## src/rtl/mtr_drv_ctrl_pkg.sv

```systemverilog
`default_nettype none
// ============================================================================
// Module   : mtr_pkg
// Brief    : Shared types, widths and helpers for the motor-drive controller.
// Revision : 1.0 - initial release
// ============================================================================
package mtr_pkg;

    localparam int DUTY_W = 11;
    localparam int SPD_W  = 12;
    localparam logic [DUTY_W-1:0] DUTY_MAX = 11'h7FF;

    typedef enum logic [1:0] {
        IDLE  = 2'd0,
        RUN   = 2'd1,
        FAULT = 2'd2
    } state_t;

    // Magnitude of a signed speed; the one unrepresentable value (-2048)
    // saturates to the largest duty so it never wraps to zero.
    function automatic logic [DUTY_W-1:0] spd_mag(input logic [SPD_W-1:0] spd);
        logic [SPD_W-1:0] v_abs;
        v_abs = spd[SPD_W-1] ? (~spd + 1'b1) : spd;
        if (v_abs[SPD_W-1]) begin
            return DUTY_MAX;
        end
        return v_abs[DUTY_W-1:0];
    endfunction

endpackage
`default_nettype wire

```

## src/rtl/mtr_drv_ctrl_if.sv

```systemverilog
`default_nettype none
// ============================================================================
// Module   : mtr_drv_ctrl_if
// Brief    : Command/status bundle between balance math and motor controller.
// Revision : 1.0 - initial release
// ============================================================================
interface mtr_drv_ctrl_if;
    import mtr_pkg::*;

    logic              en;
    logic              cmd_vld;
    logic [SPD_W-1:0]  lft_spd;
    logic [SPD_W-1:0]  rght_spd;
    logic              ovr_i;
    logic              clr_flt;
    logic [DUTY_W-1:0] lft_duty;
    logic [DUTY_W-1:0] rght_duty;
    logic              lft_rev;
    logic              rght_rev;
    logic              period_tick;
    logic              fault;

    // Controller side (drives commands, observes drive outputs)
    modport master (
        output en, cmd_vld, lft_spd, rght_spd, ovr_i, clr_flt,
        input  lft_duty, rght_duty, lft_rev, rght_rev, period_tick, fault
    );

    // Motor-drive side
    modport slave (
        input  en, cmd_vld, lft_spd, rght_spd, ovr_i, clr_flt,
        output lft_duty, rght_duty, lft_rev, rght_rev, period_tick, fault
    );

endinterface
`default_nettype wire

```

## src/rtl/mtr_drv_ctrl_chan.sv

```systemverilog
`default_nettype none
// ============================================================================
// Module   : mtr_chan
// Brief    : One wheel: stored speed, target, reversal interlock, slew reg.
// Revision : 1.0 - initial release
// ============================================================================
module mtr_chan
    import mtr_pkg::*;
#(
    parameter logic [DUTY_W-1:0] MIN_DUTY  = 11'h080,
    parameter logic [DUTY_W-1:0] SLEW_STEP = 11'd32
) (
    input  wire logic              clk,
    input  wire logic              rst,
    input  wire logic              tick,
    input  wire logic              run,
    input  wire logic              force_zero,
    input  wire logic              cap,
    input  wire logic [SPD_W-1:0]  spd_in,
    output logic      [DUTY_W-1:0] duty,
    output logic                   rev
);

    logic [SPD_W-1:0]  r_spd;
    logic [DUTY_W-1:0] r_duty;
    logic              r_rev;

    logic [DUTY_W-1:0] w_mag;
    logic [SPD_W-1:0]  w_sum;
    logic [DUTY_W-1:0] w_tgt;
    logic [DUTY_W-1:0] w_eff_tgt;
    logic [DUTY_W-1:0] w_diff;
    logic [DUTY_W-1:0] w_next_duty;
    logic              w_dir;
    logic              w_flip;

    // Target, reversal interlock and slew-limited next duty
    always_comb begin
        w_mag  = spd_mag(r_spd);
        w_sum  = {1'b0, w_mag} + {1'b0, MIN_DUTY};
        w_dir  = r_spd[SPD_W-1];
        w_tgt  = '0;
        if (run && (r_spd != '0)) begin
            w_tgt = w_sum[SPD_W-1] ? DUTY_MAX : w_sum[DUTY_W-1:0];
        end
        // Direction can only change once the bridge is fully off
        w_flip    = run && (w_dir != r_rev);
        w_eff_tgt = w_flip ? '0 : w_tgt;
        w_diff    = '0;
        w_next_duty = r_duty;
        if (w_eff_tgt >= r_duty) begin
            w_diff      = w_eff_tgt - r_duty;
            w_next_duty = (w_diff <= SLEW_STEP) ? w_eff_tgt : r_duty + SLEW_STEP;
        end else begin
            w_diff      = r_duty - w_eff_tgt;
            w_next_duty = (w_diff <= SLEW_STEP) ? w_eff_tgt : r_duty - SLEW_STEP;
        end
    end

    // Command capture anytime; duty/rev update on period boundary or fault
    always_ff @(posedge clk) begin
        if (rst) begin
            r_spd  <= '0;
            r_duty <= '0;
            r_rev  <= 1'b0;
        end else begin
            if (cap) begin
                r_spd <= spd_in;
            end
            if (force_zero) begin
                r_duty <= '0;
            end else if (tick) begin
                r_duty <= w_next_duty;
                if (w_flip && (r_duty == '0)) begin
                    r_rev <= w_dir;
                end
            end
        end
    end

    assign duty = r_duty;
    assign rev  = r_rev;

endmodule
`default_nettype wire

```

## src/rtl/mtr_drv_ctrl.sv

```systemverilog
`default_nettype none
// ============================================================================
// Module   : mtr_drv_ctrl
// Brief    : Two-wheel PWM duty sequencer with slew, interlock, fault FSM.
// Revision : 1.0 - initial release
// ============================================================================
module mtr_drv_ctrl
    import mtr_pkg::*;
#(
    parameter logic [DUTY_W-1:0] MIN_DUTY  = 11'h080,
    parameter logic [DUTY_W-1:0] SLEW_STEP = 11'd32
) (
    input  wire logic   clk,
    input  wire logic   rst,
    mtr_drv_ctrl_if.slave bus
);

    logic [DUTY_W-1:0] r_cnt;
    state_t            r_state;
    logic              r_fault;

    logic              w_tick;
    logic              w_run;
    logic              w_force_zero;
    logic              w_cap;
    logic [DUTY_W-1:0] w_lft_duty;
    logic [DUTY_W-1:0] w_rght_duty;
    logic              w_lft_rev;
    logic              w_rght_rev;

    assign w_tick       = (r_cnt == DUTY_MAX);
    assign w_run        = (r_state == RUN);
    // Over-current zeroes the bridge on the very edge it is seen
    assign w_force_zero = bus.ovr_i || (r_state == FAULT);
    assign w_cap        = bus.cmd_vld && (r_state != FAULT);

    // Free-running period counter, in lockstep with the PWM counters
    always_ff @(posedge clk) begin
        if (rst) begin
            r_cnt <= '0;
        end else begin
            r_cnt <= r_cnt + 1'b1;
        end
    end

    // Drive state machine with registered fault flag
    always_ff @(posedge clk) begin
        if (rst) begin
            r_state <= IDLE;
            r_fault <= 1'b0;
        end else begin
            case (r_state)
                IDLE: begin
                    if (bus.ovr_i) begin
                        r_state <= FAULT;
                        r_fault <= 1'b1;
                    end else if (bus.en) begin
                        r_state <= RUN;
                    end
                end
                RUN: begin
                    if (bus.ovr_i) begin
                        r_state <= FAULT;
                        r_fault <= 1'b1;
                    end else if (!bus.en) begin
                        r_state <= IDLE;
                    end
                end
                FAULT: begin
                    if (bus.clr_flt && !bus.ovr_i) begin
                        r_state <= IDLE;
                        r_fault <= 1'b0;
                    end
                end
                default: begin
                    r_state <= IDLE;
                    r_fault <= 1'b0;
                end
            endcase
        end
    end

    mtr_chan #(.MIN_DUTY(MIN_DUTY), .SLEW_STEP(SLEW_STEP)) u_lft (
        .clk        (clk),
        .rst        (rst),
        .tick       (w_tick),
        .run        (w_run),
        .force_zero (w_force_zero),
        .cap        (w_cap),
        .spd_in     (bus.lft_spd),
        .duty       (w_lft_duty),
        .rev        (w_lft_rev)
    );

    mtr_chan #(.MIN_DUTY(MIN_DUTY), .SLEW_STEP(SLEW_STEP)) u_rght (
        .clk        (clk),
        .rst        (rst),
        .tick       (w_tick),
        .run        (w_run),
        .force_zero (w_force_zero),
        .cap        (w_cap),
        .spd_in     (bus.rght_spd),
        .duty       (w_rght_duty),
        .rev        (w_rght_rev)
    );

    assign bus.lft_duty    = w_lft_duty;
    assign bus.rght_duty   = w_rght_duty;
    assign bus.lft_rev     = w_lft_rev;
    assign bus.rght_rev    = w_rght_rev;
    assign bus.period_tick = w_tick;
    assign bus.fault       = r_fault;

endmodule
`default_nettype wire
```

## src/flat_wrapper.sv

```systemverilog
// flat-port wrapper written by rule: the top's interface ports become plain ports
module mtr_drv_ctrl_flat import mtr_pkg::*;
#(
    parameter logic [DUTY_W-1:0] MIN_DUTY  = 11'h080,
    parameter logic [DUTY_W-1:0] SLEW_STEP = 11'd32
)
  (clk, rst, bus_en, bus_cmd_vld, bus_lft_spd, bus_rght_spd, bus_ovr_i, bus_clr_flt, bus_lft_duty, bus_rght_duty, bus_lft_rev, bus_rght_rev, bus_period_tick, bus_fault);
  mtr_drv_ctrl_if bus_i ();
  input  wire logic clk;
  input  wire logic rst;
  input wire logic [$bits(bus_i.en)-1:0] bus_en;
  input wire logic [$bits(bus_i.cmd_vld)-1:0] bus_cmd_vld;
  input wire logic [$bits(bus_i.lft_spd)-1:0] bus_lft_spd;
  input wire logic [$bits(bus_i.rght_spd)-1:0] bus_rght_spd;
  input wire logic [$bits(bus_i.ovr_i)-1:0] bus_ovr_i;
  input wire logic [$bits(bus_i.clr_flt)-1:0] bus_clr_flt;
  output wire logic [$bits(bus_i.lft_duty)-1:0] bus_lft_duty;
  output wire logic [$bits(bus_i.rght_duty)-1:0] bus_rght_duty;
  output wire logic [$bits(bus_i.lft_rev)-1:0] bus_lft_rev;
  output wire logic [$bits(bus_i.rght_rev)-1:0] bus_rght_rev;
  output wire logic [$bits(bus_i.period_tick)-1:0] bus_period_tick;
  output wire logic [$bits(bus_i.fault)-1:0] bus_fault;
  assign bus_i.en = bus_en;
  assign bus_i.cmd_vld = bus_cmd_vld;
  assign bus_i.lft_spd = bus_lft_spd;
  assign bus_i.rght_spd = bus_rght_spd;
  assign bus_i.ovr_i = bus_ovr_i;
  assign bus_i.clr_flt = bus_clr_flt;
  assign bus_lft_duty = bus_i.lft_duty;
  assign bus_rght_duty = bus_i.rght_duty;
  assign bus_lft_rev = bus_i.lft_rev;
  assign bus_rght_rev = bus_i.rght_rev;
  assign bus_period_tick = bus_i.period_tick;
  assign bus_fault = bus_i.fault;
  mtr_drv_ctrl #(.MIN_DUTY(MIN_DUTY), .SLEW_STEP(SLEW_STEP)) u_core (.clk(clk), .rst(rst), .bus(bus_i));
endmodule
```

## config.mk

```make
export PLATFORM = sky130hd
export DESIGN_NAME = mtr_drv_ctrl_flat
export DESIGN_NICKNAME = d
export VERILOG_FILES = /design/src/rtl/mtr_drv_ctrl_pkg.sv /design/src/rtl/mtr_drv_ctrl_if.sv /design/src/rtl/mtr_drv_ctrl_chan.sv /design/src/rtl/mtr_drv_ctrl.sv /design/src/flat_wrapper.sv
export SDC_FILE = /design/constraint.sdc
export NUM_CORES = 1
export LEC_CHECK = 0
export CORE_MARGIN = 3
export CORE_UTILIZATION = 54
export DETAILED_ROUTE_END_ITERATION = 10
export GPL_ROUTABILITY_DRIVEN = 0
export HOLD_SLACK_MARGIN = 0.08
export PLACE_DENSITY = 0.81
export SYNTH_ARGS = -nofsm -noshare
export SYNTH_HDL_FRONTEND = slang
export SYNTH_SLANG_ARGS = --single-unit
```

## constraint.sdc

```tcl
create_clock -name clk -period 6.6 [get_ports clk]
set_input_delay 1.32 -clock clk [delete_from_list [all_inputs] [get_ports clk]]
set_output_delay 1.32 -clock clk [all_outputs]
set_load 0.005 [all_outputs]
```

==> reports/qor.yml, run 1 <==
status: "finished clean"
r2r_slack_ps: 1100
p_leak_nw: 2.71
cts_buffers: 9
r2r-end: "u_core.u_rght.duty[8]"
finalClockSkew_ps: 12.7
grt_start_max_net_pins: 43
grt_pass1_vias: 5451
vias_per_cell: 6.15
synthToLayoutAreaGrowth_pct: 13.5
cts_hold_buf: 0
cts_max_level: 3
finalCritPeriodShare_pct: 83.3
muxShareOfSynthArea_pct: 3.27
synth_edf_count: 0
finalHoldViolations: 0
fillers: 895
synth_area_leaders: "dfxtp_1 (21%), ha_1 (11%), nand2_1 (6.8%)"
yosys.area.top_type: "dfxtp_1"
async_flop_share_pct: 0
grt_first_pass_wirelength_um: 25300
worstReg2RegStart: "u_core.u_rght.r_spd[2]"
final.setup.tns_ps: 0
track_usage_pct: 25.5
synth_seq_cells: 62
antenna_found_initial: 0
ys_types: 86
first_pass_iters: 7
crit_arrival_ps: 5740
required_ps: 6840
drv_cap: 0
io_pins: 56
tightest_slew_ps: 761
period_needed_ps: 5500
hold_path.class: "reg2reg"
std_cell_rows: 37
wl_per_cell_um: 15.8
grt_setup_unrepaired: "no"
synthSimpleGateAreaFrac_pct: 25.4
syn_nets: 872
syn_area_mm2: 0.00585
whs_ps: 444
ir_worst_vdd_uv: 132
holdPathStages: 1
detail-route-antenna-nets: 0
dp_hpwl_um: 11700
fmaxAchievable_mhz: 182
critPathCaptureType: "flop"
clkSinkCount: 62
chipWidth_um: 110
synth_compound_area_share_pct: 27.2
netlist_top_cells_count: "nand2_1 (106), a21oi_1 (68), inv_1 (68)"
worstSetupPathType: "reg2reg"
drtIter0Drc: 400
core_mm2: 0.0104
initial_core_util_pct: 56.1
post-synth-top-count-cell: "nand2_1"
hold_path.startpoint: "u_core.r_cnt[0]"
drc_errors: 0
power_density_mw_per_mm2: 147
cts_tree: "yes"
fin_util_pct: 63.7
path_clk_slew_ps: 80
yosysSeqAreaShare_pct: 21.2
ctsResizeCount: 0
drive_above_1_share_pct: 6.27
worstRegToRegCells: 21
cp-start-kind: "flop"
routed_wl_um: 15300
drv_slew: 0
maxSlewHeadroom_pct: 49.3
io_buffers: 55
cts-root-buf: "clkbuf_8"
path_max_fanout: 16
dieArea_mm2: 0.0121
syn_area_per_cell_um2: 7.39
yosys_warnings: 0
diodes: 0
clk_path_buf_depth: 2
via_count: 5938
synth_xor_area_share_pct: 5.09
yosys.area_share.adder_pct: 10.9
synth_cells: 791
final_nets: 906
clock_latency_ps: 340
die_y_um: 110
post-cts-setup-buffer-count: 0
synth_top_area_share_pct: 21.2
setup_viol: 0
synth_top_family_by_area: "compound AO/OA/AOI/OAI gates"
grt.overflow.total: 0
hold_path_end: "u_core.r_cnt[0]"
synth_top_flop_cell: "dfxtp_1"
==> area by class of cell <==
class	count	area, um2	area share (%)
clock buffers	10	138	2.07
clock inverters	6	61.3	0.924
inverters	69	259	3.90
multi-input cells	626	4200	63.3
flip-flops and latches	62	1240	18.7
well taps	136	170	2.56
repair buffers	57	566	8.52
==> placed cells by master (no fill, tap or decap), types with 14 or more instances in the layout <==
cell,count
nand2_1,106
inv_1,68
a21oi_1,68
dfxtp_1,62
clkdlybuf4s50_1,55
nor2_1,52
ha_1,51
o21ai_0,37
nand3_1,24
nor3_1,24
xnor2_1,21
a31oi_1,19
a211oi_1,14
==> stage by stage <==
stage,cells,total power [W],setup slack [ps],instance area [um2]
2_1_floorplan,791,0.000579,2010,5850
3_3_place_gp,950,0.000625,1540,6440
3_5_place_dp,950,0.000635,1280,6440
4_1_cts,966,0.000973,1190,6640
5_1_grt,966,0.00101,651,6640
6_report,966,0.000974,1100,6640
==> cells by family after synthesis <==
kind of cell | after synthesis
xor+xnor | 34
mux | 17
compound gates | 231
flops | 62
simple gates | 293
fa+ha+maj | 51
buf+inv | 103
==> how the worst max path moves through the flow <==
stage                                      start               endpoint  slack, ps  cells after the start
after floorplan           u_core.u_rght.r_spd[2]  u_core.u_rght.duty[3]       2010                     22
after global placement    u_core.u_rght.r_spd[2]  u_core.u_rght.duty[8]       1540                     21
after detailed placement  u_core.u_rght.r_spd[2]  u_core.u_rght.duty[8]       1280                     21
after CTS                 u_core.u_rght.r_spd[2]  u_core.u_rght.duty[8]       1190                     21
after global routing      u_core.u_rght.r_spd[2]  u_core.u_rght.duty[8]        650                     21
final                     u_core.u_rght.r_spd[2]  u_core.u_rght.duty[8]       1100                     21
==> flip-flops by register name (all words and copies together), names as in the netlist <==
signal               flops
u_core.r_cnt            11
u_core.r_state           2
u_core.u_lft.duty       11
u_core.u_rght.rev        1
u_core.bus.fault         1
u_core.u_rght.duty      11
u_core.u_lft.r_spd      12
u_core.u_rght.r_spd     12
u_core.u_lft.rev         1
==> power by group <==
part	switching (W)	total [W]	internal [W]
Clock	0.000157	0.000340	0.000183
Sequential	0.0000173	0.000403	0.000385
Combinational	0.000137	0.000231	0.0000938
Total	0.000311	0.000974	0.000662
==> routing by layer <==
layer  share of wire, %  GRT usage [%]
met1                 43           33.9
met2                 47           42.6
met3                8.1           4.25
met4                1.5           7.12
met5                  0              0
==> critical path, cell delays in order (launching register included) <==
cell and delay, ps:
dfxtp_1 380, nor4_4 490, nand2_1 160, o31a_1 270, o21ai_0 280, inv_1 80, ha_1 220, inv_1 60
nor3b_1 50, nand2b_1 230, o21ai_0 380, inv_1 120, ha_1 420, o21a_1 220, nor2_1 120, a21oi_1 90
or3b_2 470, a21oi_1 240, o211ai_1 180, mux2i_4 460, a221oi_1 190, a221oi_1 300
Note: power is estimated with default switching activity, not from simulation.
==> inputs of run 2 (changes only) <==
--- a/config.mk
+++ b/config.mk
@@ -6,11 +6,11 @@
 export NUM_CORES = 1
 export LEC_CHECK = 0
 export CORE_MARGIN = 3
-export CORE_UTILIZATION = 54
+export CORE_UTILIZATION = 53
 export DETAILED_ROUTE_END_ITERATION = 10
 export GPL_ROUTABILITY_DRIVEN = 0
 export HOLD_SLACK_MARGIN = 0.08
-export PLACE_DENSITY = 0.81
+export PLACE_DENSITY = 0.83
 export SYNTH_ARGS = -nofsm -noshare
 export SYNTH_HDL_FRONTEND = slang
 export SYNTH_SLANG_ARGS = --single-unit
==> constraint.sdc (replaced) <==
create_clock -name clk -period 4.5 [get_ports clk]
set_input_delay 0.9 -clock clk [delete_from_list [all_inputs] [get_ports clk]]
set_output_delay 0.9 -clock clk [all_outputs]
set_load 0.005 [all_outputs]
==> run 2 against run 1 <==
Against the previous run:
- the flow now finishes with violations (negative setup slack)
- via count is 21% higher
- core utilization is 14 points higher
- final cell count is 13% higher
- clock power is 60% higher
- non-clock buffer count is 121 higher
- register-to-register slack worse by 1400 ps
- routed wire length is 47% higher
- maximum frequency is 15% higher
- global-route usage is 3.1 points higher
- hold slack worse by 1.6 ps
- count of clock-buffer cells in the layout stayed put
- clock skew is 6.7 ps higher
==> reports/qor.yml, run 2 (synthesized netlist as in run 1, its figures left out) <==
wl_per_cell_um: 20.6
vias_per_cell: 6.62
die_y_um: 111
crit_arrival_ps: 5000
drv_cap: 0
clock_latency_ps: 350
final_common_cell: "buf_4"
combPwrFrac_pct: 34.1
grt_pass1_vias: 6356
io_pins: 56
grt_setup_unrepaired: "yes"
power_density_mw_per_mm2: 209
cts_tree: "yes"
maxSlewHeadroom_pct: 48.4
ir_worst_vdd_uv: 262
largestRegisters: "u_core.u_lft.r_spd x12, u_core.u_rght.r_spd x12"
first_pass_iters: 8
status: "finished, violations left"
io_buffers: 55
p_leak_nw: 3.38
final.setup.tns_ps: -3240
hold_path.startpoint: "u_core.r_cnt[0]"
r2r-end: "u_core.u_rght.duty[0]"
placed_area_mm2: 0.00714
cts_buffers: 9
required_ps: 4720
hold_path_end: "u_core.r_cnt[0]"
r2r_slack_ps: -280
clk_path_buf_depth: 2
drt-met1-wl_um: 8360
drc_errors: 0
period_needed_ps: 4780
cp-start-kind: "flop"
holdPathStages: 1
netSwitchingFraction_pct: 33.1
path_max_fanout: 8
drtIter0Drc: 902
worstReg2RegStart: "u_core.u_rght.r_spd[7]"
design_area_mm2: 0.00822
finalPower_w: 0.00172
critPathCaptureType: "flop"
grt_start_max_net_pins: 30
detail-route-antenna-nets: 0
diodes: 0
worstRegToRegCells: 19
cts_hold_buf: 0
finalHoldViolations: 0
cts_max_level: 3
tightest_slew_ps: 774
cts-root-buf: "clkbuf_8"
via_count: 7196
finalCritPeriodShare_pct: 106
routed_wl_um: 22400
fin_ws_ps: -283
chipWidth_um: 111
clkSinkCount: 62
final_cell_mix: "buf_4 (118), nand2_1 (100), inv_1 (62)"
seqPwrFrac_pct: 34.2
p_clk_share_pct: 31.7
failed_checks: "negative setup slack"
dp_hpwl_um: 13400
final_nets: 1027
drv_slew: 0
core_mm2: 0.0105
route.met3.wl_um: 2340
setup_viol: 20
track_usage_pct: 28.7
antenna_found_initial: 0
path_clk_slew_ps: 70
drive_above_1_share_pct: 29.2
grt_first_pass_wirelength_um: 30100
hold_path.class: "reg2reg"
top_layer_used: "met4"
std_cell_rows: 37
worstSetupPathType: "reg2reg"
synthToLayoutAreaGrowth_pct: 40.5
initial_core_util_pct: 55.6
p_int_w: 0.00115
met2_length_um: 10300
fmaxAchievable_mhz: 209
grt.overflow.total: 0
power.switching_w: 0.000568
finalClockSkew_ps: 19.4
dieArea_mm2: 0.0123
==> run 2: changes by cell type in the layout (fill, tap and decap cells not counted), sizes merged <==
cell    previous run  this run
buf                2       123
bufinv             1         2
clkinv             4         3
==> run 2: metrics by stage <==
step,setup slack [ps],cells,hold slack [ps],util [%]
4_1_cts,-4.17,1069,444,72.7
3_5_place_dp,-362,1042,432,67.9
5_1_grt,-497,1087,477,78.2
6_report,-283,1087,442,78.2
3_3_place_gp,-39.5,1042,428,67.9
2_1_floorplan,7.27,791,413,-
==> run 2: how the worst max path moves through the flow <==
| stage | cells past startpoint | startpoint | slack (ps) | endpoint |
|---|---|---|---|---|
| finish | 19 | u_core.u_rght.r_spd[7] | -280 | u_core.u_rght.duty[0] |
| global route | 22 | u_core.u_rght.r_spd[5] | -500 | u_core.u_rght.duty[8] |
| CTS | 22 | u_core.u_rght.r_spd[2] | -4 | u_core.u_rght.duty[8] |
| detailed placement | 22 | u_core.u_rght.r_spd[7] | -360 | u_core.u_rght.duty[8] |
| global placement | 22 | u_core.u_rght.r_spd[5] | -40 | u_core.u_rght.duty[8] |
| floorplan | 22 | u_core.u_rght.r_spd[3] | 7 | u_core.u_rght.duty[3] |
==> run 2: cell type report <==
type                    count  area, um2
flip-flops and latches     62       1250
inverters                  69        259
fillers                   610       2290
clock buffers              10        128
well taps                 136        170
clock inverters             6       86.3
repair buffers            178       1500
multi-input cells         626       4820
==> run 2: metal layers <==
metal	vias up	GRT usage, %
li1	3156	-
met1	3272	35.6
met2	594	49.0
met3	174	5.51
met4	0	11.0
met5	-	0
==> run 2: worst max-delay path, cell delays in order (launching register included) <==
cell and delay [ps]:
dfxtp_1 320, nor4_2 300, nor2b_2 270, o31a_1 200, o21ai_2 80, inv_1 150
ha_4 170, buf_4 130, o21ai_0 110, a31oi_1 500, ha_2 480, a21oi_1 200
o21ai_0 150, or4_1 410, nand4_1 130, nand4_1 260, mux2i_4 300, buf_12 170
a211oi_2 80, a41o_1 250
==> run 2: repair_timing <==
action / in CTS / in global routing
buffers inserted: 10 / 19
setup endpoints to repair: 22 / 22
pin swaps: 13 / 65
cloned: 1 / 0
resized for setup: 43 / 105
==> run 2: power groups by stage <==
stage,registers (W),logic (W),clock network [W]
2_1_floorplan,0.000593,0.000257,0
3_3_place_gp,0.000594,0.000411,0
3_5_place_dp,0.000595,0.000428,0
4_1_cts,0.000584,0.000488,0.000543
5_1_grt,0.000589,0.000615,0.000574
6_report,0.000587,0.000585,0.000545
==> inputs of run 3 (changes only) <==
--- a/config.mk
+++ b/config.mk
@@ -5,12 +5,13 @@
 export SDC_FILE = /design/constraint.sdc
 export NUM_CORES = 1
 export LEC_CHECK = 0
+export ABC_CLOCK_PERIOD_IN_PS = 4500
 export CORE_MARGIN = 3
-export CORE_UTILIZATION = 53
+export CORE_UTILIZATION = 30
 export DETAILED_ROUTE_END_ITERATION = 10
 export GPL_ROUTABILITY_DRIVEN = 0
 export HOLD_SLACK_MARGIN = 0.08
-export PLACE_DENSITY = 0.83
+export PLACE_DENSITY = 0.54
 export SYNTH_ARGS = -nofsm -noshare
 export SYNTH_HDL_FRONTEND = slang
 export SYNTH_SLANG_ARGS = --single-unit
==> run 3 against run 2 <==
Against the previous run:
- the run now ends clean
- core utilization fell by 32 points
- sequential power barely moved
- non-clock buffer count rose by 33
- clock power is 49% higher
- final cell count is 14% higher
- design area is 5.6% higher
- critical path type unchanged
- critical endpoint is now u_core.u_rght.duty[1]
- largest cell class unchanged
==> reports/qor.yml, run 3 (synthesized netlist as in run 1, its figures left out) <==
initial_core_util_pct: 30.8
largestRegisters: "u_core.u_lft.r_spd x12, u_core.u_rght.r_spd x12"
antenna_found_initial: 0
drtIter0Drc: 406
netSwitchingFraction_pct: 28.1
finalClockSkew_ps: 9.09
maxSlewHeadroom_pct: 45.5
via_count: 6349
fillers: 1866
finalHoldViolations: 0
final_nets: 1060
detail-route-antenna-nets: 0
drive_above_1_share_pct: 30.3
worstReg2RegStart: "u_core.u_rght.r_spd[5]"
p_leak_nw: 3.62
hold_path.class: "reg2reg"
synthToLayoutAreaGrowth_pct: 48.4
grt_pass1_vias: 5799
r2r_slack_ps: 20
combPwrFrac_pct: 28.0
p_int_w: 0.00139
ir_worst_vdd_uv: 189
track_usage_pct: 16.0
grt_setup_unrepaired: "yes"
cp-start-kind: "flop"
worstRegToRegCells: 22
grt_first_pass_wirelength_um: 28700
cts_tree: "yes"
diodes: 0
required_ps: 4730
seqPwrFrac_pct: 30.2
cts-root-buf: "clkbuf_16"
power.switching_w: 0.000545
finalPower_w: 0.00194
drc_errors: 0
fmaxAchievable_mhz: 223
wl_per_cell_um: 14.5
drv_slew: 0
finalCritPeriodShare_pct: 99.6
cts_buffers: 9
clock_latency_ps: 330
routed_wl_um: 18000
period_needed_ps: 4480
crit_arrival_ps: 4710
power_density_mw_per_mm2: 223
dp_hpwl_um: 13700
dieArea_mm2: 0.0212
tightest_slew_ps: 818
die_y_um: 146
critPathCaptureType: "flop"
chipWidth_um: 146
std_cell_rows: 50
hold_path.startpoint: "u_core.r_cnt[0]"
final_cell_mix: "buf_4 (151), nand2_1 (102), inv_1 (63)"
io_pins: 56
clk_path_buf_depth: 2
io_buffers: 55
status: "finished clean"
drv_cap: 0
core_mm2: 0.0190
grt.overflow.total: 0
holdPathStages: 1
first_pass_iters: 7
clkSinkCount: 62
cts_max_level: 3
vias_per_cell: 5.11
path_max_fanout: 7
p_clk_share_pct: 41.8
whs_ps: 451
hold_path_end: "u_core.r_cnt[0]"
path_clk_slew_ps: 60
worstSetupPathType: "reg2reg"
final_common_cell: "buf_4"
grt_start_max_net_pins: 36
r2r-end: "u_core.u_rght.duty[1]"
setup_viol: 0
[run 3: changes by cell type in the layout (fill, tap and decap cells not counted), sizes merged]
cell	before	now
buf	123	156
clkbuf	10	11
clkinvlp	1	0
clkinv	3	1
bufinv	2	3
[run 3: critical path, stage by stage, from the launching register on]
cell	delay, ps
dfxtp_2	330
nor4_4	290
nand2_1	140
o31ai_2	220
xor2_1	250
nand2_1	100
ha_2	190
inv_2	50
nor3b_2	40
nand2b_4	220
o21ai_4	180
inv_2	70
ha_4	280
nor2b_4	160
o21ai_2	70
a21o_1	180
a211o_1	340
o211ai_1	270
nand4_1	250
mux2i_4	300
buf_12	150
a211oi_1	60
a41o_1	230
[run 3: cell type report]
class | count | area, um2 | area share, %
clock buffers | 11 | 243 | 2.80
multi-input cells | 626 | 4760 | 54.9
well taps | 260 | 325 | 3.75
flip-flops and latches | 62 | 1250 | 14.4
inverters | 69 | 259 | 2.98
repair buffers | 211 | 1750 | 20.2
clock inverters | 4 | 95.1 | 1.10
[run 3: stage by stage]
step	util, %	area, um2	setup WS [ps]	setup TNS, ps	std cells
CTS	43.2	8190	10.5	0	1230
finish	45.8	8680	17.0	0	1243
floorplan	-	5850	7.27	0	791
global placement	40.1	7610	-180	-1430	1208
detailed placement	40.1	7610	-215	-1790	1208
global route	45.8	8680	-237	-2580	1243
[run 3: routing by layer]
metal	track usage (%)	routed length [um]	up-vias
li1	-	-	3221
met1	23.3	8920	2982
met2	25.4	8240	135
met3	2.06	740	11
met4	3.37	117	0
met5	0	0	-
[run 3: what timing repair did]
action	4_1_cts	5_1_grt
resized for setup	38	92
setup endpoints to repair	18	22
hold buffers	0	0
setup buffers	6	14
cloned	1	0
endpoints found under the hold margin	0	0
pin swaps	15	45
[run 3: worst max path at each step]
stage                                 startpoint                    end  cells after the start
after floorplan           u_core.u_rght.r_spd[3]  u_core.u_rght.duty[3]                     22
after detailed placement  u_core.u_rght.r_spd[5]  u_core.u_rght.duty[1]                     22
after global placement    u_core.u_rght.r_spd[5]  u_core.u_rght.duty[0]                     22
after CTS                 u_core.u_rght.r_spd[2]  u_core.u_rght.duty[5]                     23
final                     u_core.u_rght.r_spd[5]  u_core.u_rght.duty[1]                     22
after global routing      u_core.u_rght.r_spd[5]  u_core.u_rght.duty[4]                     22
[run 3: power groups by stage]
| stage | Combinational [W] | Clock [W] | Sequential (W) |
|---|---|---|---|
| 5_1_grt | 0.000592 | 0.000851 | 0.000588 |
| 4_1_cts | 0.000500 | 0.000831 | 0.000583 |
| 3_5_place_dp | 0.000446 | 0 | 0.000594 |
| 6_report | 0.000543 | 0.000811 | 0.000585 |
| 3_3_place_gp | 0.000446 | 0 | 0.000594 |
| 2_1_floorplan | 0.000257 | 0 | 0.000593 |
